## config.mk

```make
export PLATFORM = sky130hd
export DESIGN_NAME = fetch_queue
export DESIGN_NICKNAME = d
export VERILOG_FILES = /design/src/rtl/fetch_queue.sv
export SDC_FILE = /design/constraint.sdc
export NUM_CORES = 1
export LEC_CHECK = 0
export ABC_AREA = 0
export CAP_MARGIN = 20
export CORE_ASPECT_RATIO = 1.1
export CORE_MARGIN = 4
export CORE_UTILIZATION = 36
export CTS_CLUSTER_DIAMETER = 120
export CTS_CLUSTER_SIZE = 28
export DETAILED_ROUTE_END_ITERATION = 6
export MAX_ROUTING_LAYER = met4
export PLACE_DENSITY = 0.55
export SYNTH_ARGS = -nofsm -noshare
export SYNTH_HDL_FRONTEND = slang
export SYNTH_SLANG_ARGS = --single-unit
```

## constraint.sdc

```tcl
create_clock -name clk -period 6.7 [get_ports clk]
set_clock_uncertainty 0.05 [all_clocks]
set_input_delay 1.34 -clock clk [delete_from_list [all_inputs] [get_ports clk]]
set_output_delay 1.34 -clock clk [all_outputs]
set_load 0.01 [all_outputs]
```

## src/rtl/fetch_queue.sv

```systemverilog
// Instruction buffer between fetch and decode: a circular FIFO of {instr, pc}
// pairs with a one-cycle fill latency and a synchronous flush for redirects.
module fetch_queue #(
  parameter int unsigned DEPTH        = 4,
  parameter int unsigned AFULL_THRESH = 3,
  parameter logic [31:0] NOP_INSTR    = 32'h0000_0013
) (
  input  logic                       clk,
  input  logic                       reset_n,
  input  logic                       in_valid,
  input  logic [31:0]                in_instr,
  input  logic [31:0]                in_pc,
  output logic                       in_ready,
  output logic                       out_valid,
  output logic [31:0]                out_instr,
  output logic [31:0]                out_pc,
  input  logic                       out_ready,
  input  logic                       flush,
  output logic [$clog2(DEPTH):0]     count,
  output logic                       almost_full
);

  localparam int unsigned PTR_W = $clog2(DEPTH);
  localparam int unsigned CNT_W = PTR_W + 1;

  logic [31:0]      instr_mem [DEPTH];
  logic [31:0]      pc_mem    [DEPTH];

  logic [PTR_W-1:0] wr_ptr_q, wr_ptr_d;
  logic [PTR_W-1:0] rd_ptr_q, rd_ptr_d;
  logic [CNT_W-1:0] cnt_q, cnt_d;

  logic full, empty, enq, deq;

  assign full  = (cnt_q == CNT_W'(DEPTH));
  assign empty = (cnt_q == CNT_W'(0));

  // Full blocks enqueue even when decode drains, keeping in_ready off the out_ready path
  assign in_ready    = ~full;
  assign out_valid   = ~empty;
  assign enq         = in_valid & in_ready;
  assign deq         = out_valid & out_ready;
  assign count       = cnt_q;
  assign almost_full = (cnt_q >= CNT_W'(AFULL_THRESH));

  assign out_instr = empty ? NOP_INSTR : instr_mem[rd_ptr_q];
  assign out_pc    = empty ? 32'd0     : pc_mem[rd_ptr_q];

  // Next-state pointers and occupancy; flush overrides any handshake
  always_comb begin
    wr_ptr_d = wr_ptr_q;
    rd_ptr_d = rd_ptr_q;
    cnt_d    = cnt_q;
    if (flush) begin
      wr_ptr_d = '0;
      rd_ptr_d = '0;
      cnt_d    = '0;
    end else begin
      if (enq) wr_ptr_d = wr_ptr_q + PTR_W'(1);
      if (deq) rd_ptr_d = rd_ptr_q + PTR_W'(1);
      if (enq && !deq)      cnt_d = cnt_q + CNT_W'(1);
      else if (deq && !enq) cnt_d = cnt_q - CNT_W'(1);
    end
  end

  always_ff @(posedge clk or negedge reset_n) begin
    if (!reset_n) begin
      wr_ptr_q <= '0;
      rd_ptr_q <= '0;
      cnt_q    <= '0;
    end else begin
      wr_ptr_q <= wr_ptr_d;
      rd_ptr_q <= rd_ptr_d;
      cnt_q    <= cnt_d;
    end
  end

  // Storage is not reset; occupancy alone decides what is valid
  always_ff @(posedge clk) begin
    if (enq && !flush) begin
      instr_mem[wr_ptr_q] <= in_instr;
      pc_mem[wr_ptr_q]    <= in_pc;
    end
  end

endmodule

```

-- After elaboration in Yosys (flattened, before gate mapping)
Memories as Yosys holds them, arrays and structs flattened.
Cells that the tools add are included.
- bits in writable memories: 256
- register bits: 7
- input port bits: 69
- output and inout bits: 70
- memories kept: 2
- logic and storage cells: 36
- equality and inequality tests: 1
- $add $sub $neg: 4
- reductions and logical operators: 10
- magnitude comparators: 1
- mux-type cells: 11
- bitwise operators: 4
- memories (memory ; depth ; width ; rd ports ; clocked after Yosys merged registers in ; wr ports ; RTL line ; RTL):
    instr_mem ; 4 ; 32 ; 1 ; 0 ; 1 ; 26 ; logic [31:0] instr_mem [DEPTH];
    pc_mem ; 4 ; 32 ; 1 ; 0 ; 1 ; 27 ; logic [31:0] pc_mem [DEPTH];
- operators with widths (cell ; number):
    two-way mux 32 bit ; 2
    two-way mux 3 bit ; 3
    two-way mux 2 bit ; 4
    adder 2 x 1 -> 2 bit, second input constant ; 2
    nonzero test 2 bit ; 2
    adder 3 x 1 -> 3 bit, second input constant ; 1
    equality test 3 bit, second input constant ; 1
    greater-or-equal comparator 3 x 2 -> 1 bit, second input constant ; 1
    logical AND 1 bit ; 3
    zero test 1 bit ; 3
    zero test 3 bit ; 1
    nonzero test 3 bit ; 1
    subtractor 3 x 1 -> 3 bit, second input constant ; 1
    AND 1 bit ; 2
    two-way mux 1 bit ; 2
    NOT 1 bit ; 2

-- Depth between registers and ports, before layout
- word-level depth: 8
- depth in mapped cells: 9
- depth with buffers taken out: 8

-- Worst setup path after synthesis
No wires, ideal clock.
- kind: input to register
- start point: in in_valid
- end point: mem instr_mem[0][0] (enable)
- required time: 6221 ps
- setup slack: 2911 ps
- library setup time: 429 ps
- stages on the path: 4
- data arrival time: 3310 ps
- path buffers: 1
- cells stage by stage: buf_2 nand2_1 nor2_1 and2_1
- longest elaborated chain between the ends: 4
- RTL lines (item ; RTL line ; RTL):
    from (decl) ; 10 ; input logic in_valid,
    AND 1 bit ; 41 ; assign enq = in_valid & in_ready;
    logical AND 1 bit ; 80 ; if (enq && !flush) begin
    two-way mux 1 bit ; 80 ;
    two-way mux 1 bit (implied by the code) ; 81 ; instr_mem[wr_ptr_q] <= in_instr;
    to (decl) ; 26 ;
Every way passes these cells.

-- Worst setup path after layout
- start point: reg rd_ptr_q[0]
- end point: out out_pc[13]
- longest elaborated chain between the ends: 2
- RTL lines (item ; RTL line ; RTL):
    from (decl) ; 30 ; logic [PTR_W-1:0] rd_ptr_q, rd_ptr_d;
    from (signal assigned) ; 73 ; rd_ptr_q <= rd_ptr_d;
    memory read (4 x 32 bit) ; - ;
    two-way mux 32 bit ; 47 ; assign out_pc = empty ? 32'd0 : pc_mem[rd_ptr_q];
    to (decl) ; 16 ; output logic [31:0] out_pc,
Every way passes these cells.

==> qor.yml <==
global_routing:
  grt_usage_pct: 13.2
  antenna_found_initial: 1
  grt_max_degree: 66
  first_global_vias: 5232
  grt_pass1_wl_um: 30700
  overflow: 0
routing:
  dr.pass1.iters: 4
  final_antenna_net_count: 0
  wl_met2_um: 10100
  wl_per_cell_um: 20.8
  drtIter0Drc: 313
  vias_per_cell: 5.01
  highest_layer: "met4"
  drc: 0
  vias: 4832
  met3_length_um: 1010
  totalWireLength_um: 20100
  wl_met1_um: 8560
cts:
  clock_latency_ns: 0.48
  cts_hold_buf: 0
  cts-root-buf: "clkbuf_16"
  clockBufferDepth: 3
  numCtsBuffers: 13
  cts_tree: "yes"
  htree_levels: 1
  postCtsResizedCells: 0
  cts_sinks: 263
  cts_setup_buffers: 0
  clk_transition_reported_paths_ns: 0.11
critical_path:
  cp-end-kind: "output pin"
  critical_path.startpoint_type: "register"
  crit_fanout: 29
  r2r_cells: 7
  worst_ep_arrival_time_ns: 3.17
  ff2ff_setup_slack_ns: 4.04
  path_class: "register to output pin"
  r2r_start: "count[2]"
  cp_data_required_time_ns: 5.31
  timing.rr.end: "count[1]"
floorplan:
  row_count: 64
  die_width_um: 169
  coreArea_mm2: 0.0279
  initial_core_util_pct: 36.6
  ios: 139
  fp.dieH_um: 185
  die_area_mm2: 0.0311
synthesis:
  ys.flop_type: "edfxtp_1"
  avgSynthCellArea_um2: 21.8
  syn_nets: 541
  ys_seq_area_share_pct: 77.1
  ys_ff_latch: 263
  yosysWarnings: 0
  mappedNetlistArea_mm2: 0.0102
  synth.distinct_cells: 34
  synth_edf_count: 256
  async_flop_share_pct: 2.66
  syn_inst: 467
job:
  cap_violations: 0
worst_hold_path:
  hold_path_class: "register to register"
  min_path_cells: 2
  worstHoldStart: "wr_ptr_q[1]"
  min_to: "wr_ptr_q[1]"
timing:
  setup_viol: 0
  finalCriticalPeriod_ns: 4.56
  relSlewSlack_pct: 30.0
  worst_pin_slew_ns: 1.05
  drv_slew: 0
  fin_crit_sh_pct: 68.1
  fmax_mhz: 219
  finalHoldViolations: 0
  rsz0062_at_grt: "no"
  final.setup.tns_ns: 0
placed_design:
  gp_congestion: 0.741
  io_buffers: 138
  dpl.hpwl_um: 11300
power_and_ir_drop:
  power_leakage_nw: 3.80
  ir_drop_mv: 0.231
  power_density_mw_per_mm2: 327
  power.total_w: 0.00404
cells_and_area:
  final_util_pct: 44.3
  synthToLayoutAreaGrowth_pct: 21.0
  drive_above_1_share_pct: 15.2
  layout_commonest_cell: "edfxtp_1"
  mostFrequentLayoutCells: "256 x edfxtp_1, 138 x clkdlybuf4s50_1, 64 x mux4_2"
  nets: 674
run_status:
  status: "finished clean"
-- state kept, by name (all words and copies together), names as in the netlist --
register and cells:
instr_mem 128, pc_mem 128, count 3, rd_ptr_q 2, wr_ptr_q 2
-- power breakdown --
group | internal [W] | leakage [nW] | switching [W] | total (W)
Clock | 0.000360 | 0.169 | 0.000477 | 0.000837
Combinational | 0.000701 | 1.22 | 0.000523 | 0.00122
Sequential | 0.00190 | 2.41 | 0.0000806 | 0.00198
Total | 0.00296 | 3.80 | 0.00108 | 0.00404
-- cell type report --
| cell class | instances | area, um2 |
|---|---|---|
| diodes | 1 | 2.50 |
| clock buffers | 14 | 329 |
| clock inverters | 1 | 16.3 |
| fillers | 2440 | 15500 |
| inverters | 6 | 22.5 |
| multi-input cells | 174 | 2180 |
| flip-flops and latches | 263 | 7870 |
| well taps | 363 | 454 |
| repair buffers | 142 | 1460 |
-- worst max path at each step --
stage	startpoint	endpoint	slack [ns]	depth (start not counted)
floorplan	in_valid	instr_mem[0][0]	2.91	4
global route	rd_ptr_q[0]	out_pc[19]	1.88	5
CTS	rd_ptr_q[0]	out_pc[19]	1.80	4
finish	rd_ptr_q[0]	out_pc[13]	2.14	5
global placement	rd_ptr_q[0]	out_pc[13]	2.34	4
detailed placement	rd_ptr_q[0]	out_pc[21]	2.35	4
-- routing by layer --
| metal | up-vias | global-route usage, % |
|---|---|---|
| met5 | - | - |
| met4 | 0 | 2.89 |
| met3 | 25 | 2.51 |
| met2 | 131 | 22.2 |
| met1 | 2541 | 16.8 |
| li1 | 2135 | - |
-- cells in the mapped netlist, types with 2 or more instances --
master,instances,area [um2]
buf_2,10,50.1
edfxtp_1,256,7690
a21o_1,2,15.0
nand3_1,3,15.0
nor2_1,4,15.0
dfrtp_1,7,175
ha_1,4,50.1
a21oi_1,3,15.0
or2_1,3,18.8
and2_1,65,407
xor2_1,3,26.3
clkbuf_1,8,30.0
o21ai_0,4,20.0
buf_6,5,56.3
nand2_1,4,15.0
mux4_2,64,1440
inv_1,5,18.8
-- critical path: stages, from the launching register on --
cell             delay (ns)
dfrtp_4                0.75
buf_16                 0.30
buf_4                  0.39
mux4_2                 0.55
and2_1                 0.18
clkdlybuf4s50_1        0.49
-- metrics by stage --
stage          hold WS, ns  setup WS [ns]  cell area [um2]  std cells
4_1_cts              0.536           1.80            12300        961
2_1_floorplan        0.493           2.91            10200        467
3_5_place_dp         0.521           2.35            11900        946
3_3_place_gp         0.510           2.34            11900        945
5_1_grt              0.553           1.88            12300        964
6_report             0.541           2.14            12300        964
-- kinds of logic (layout without fill, tap and decap cells) --
| kind of cell | count (synthesis) | after routing | share of synthesized area, % |
|---|---|---|---|
| flip-flops | 263 | 263 | 77.1 |
| other | 0 | 1 | 0 |
| AO/OA/AOI/OAI | 16 | 16 | 1.08 |
| AND/OR/NAND/NOR | 84 | 84 | 4.96 |
| multiplexers | 65 | 65 | 14.2 |
| buffers and inverters | 30 | 163 | 1.63 |
| adder cells (fa/ha/maj) | 5 | 5 | 0.687 |
| XOR/XNOR | 4 | 4 | 0.343 |
(Power assumes the default switching activity.)
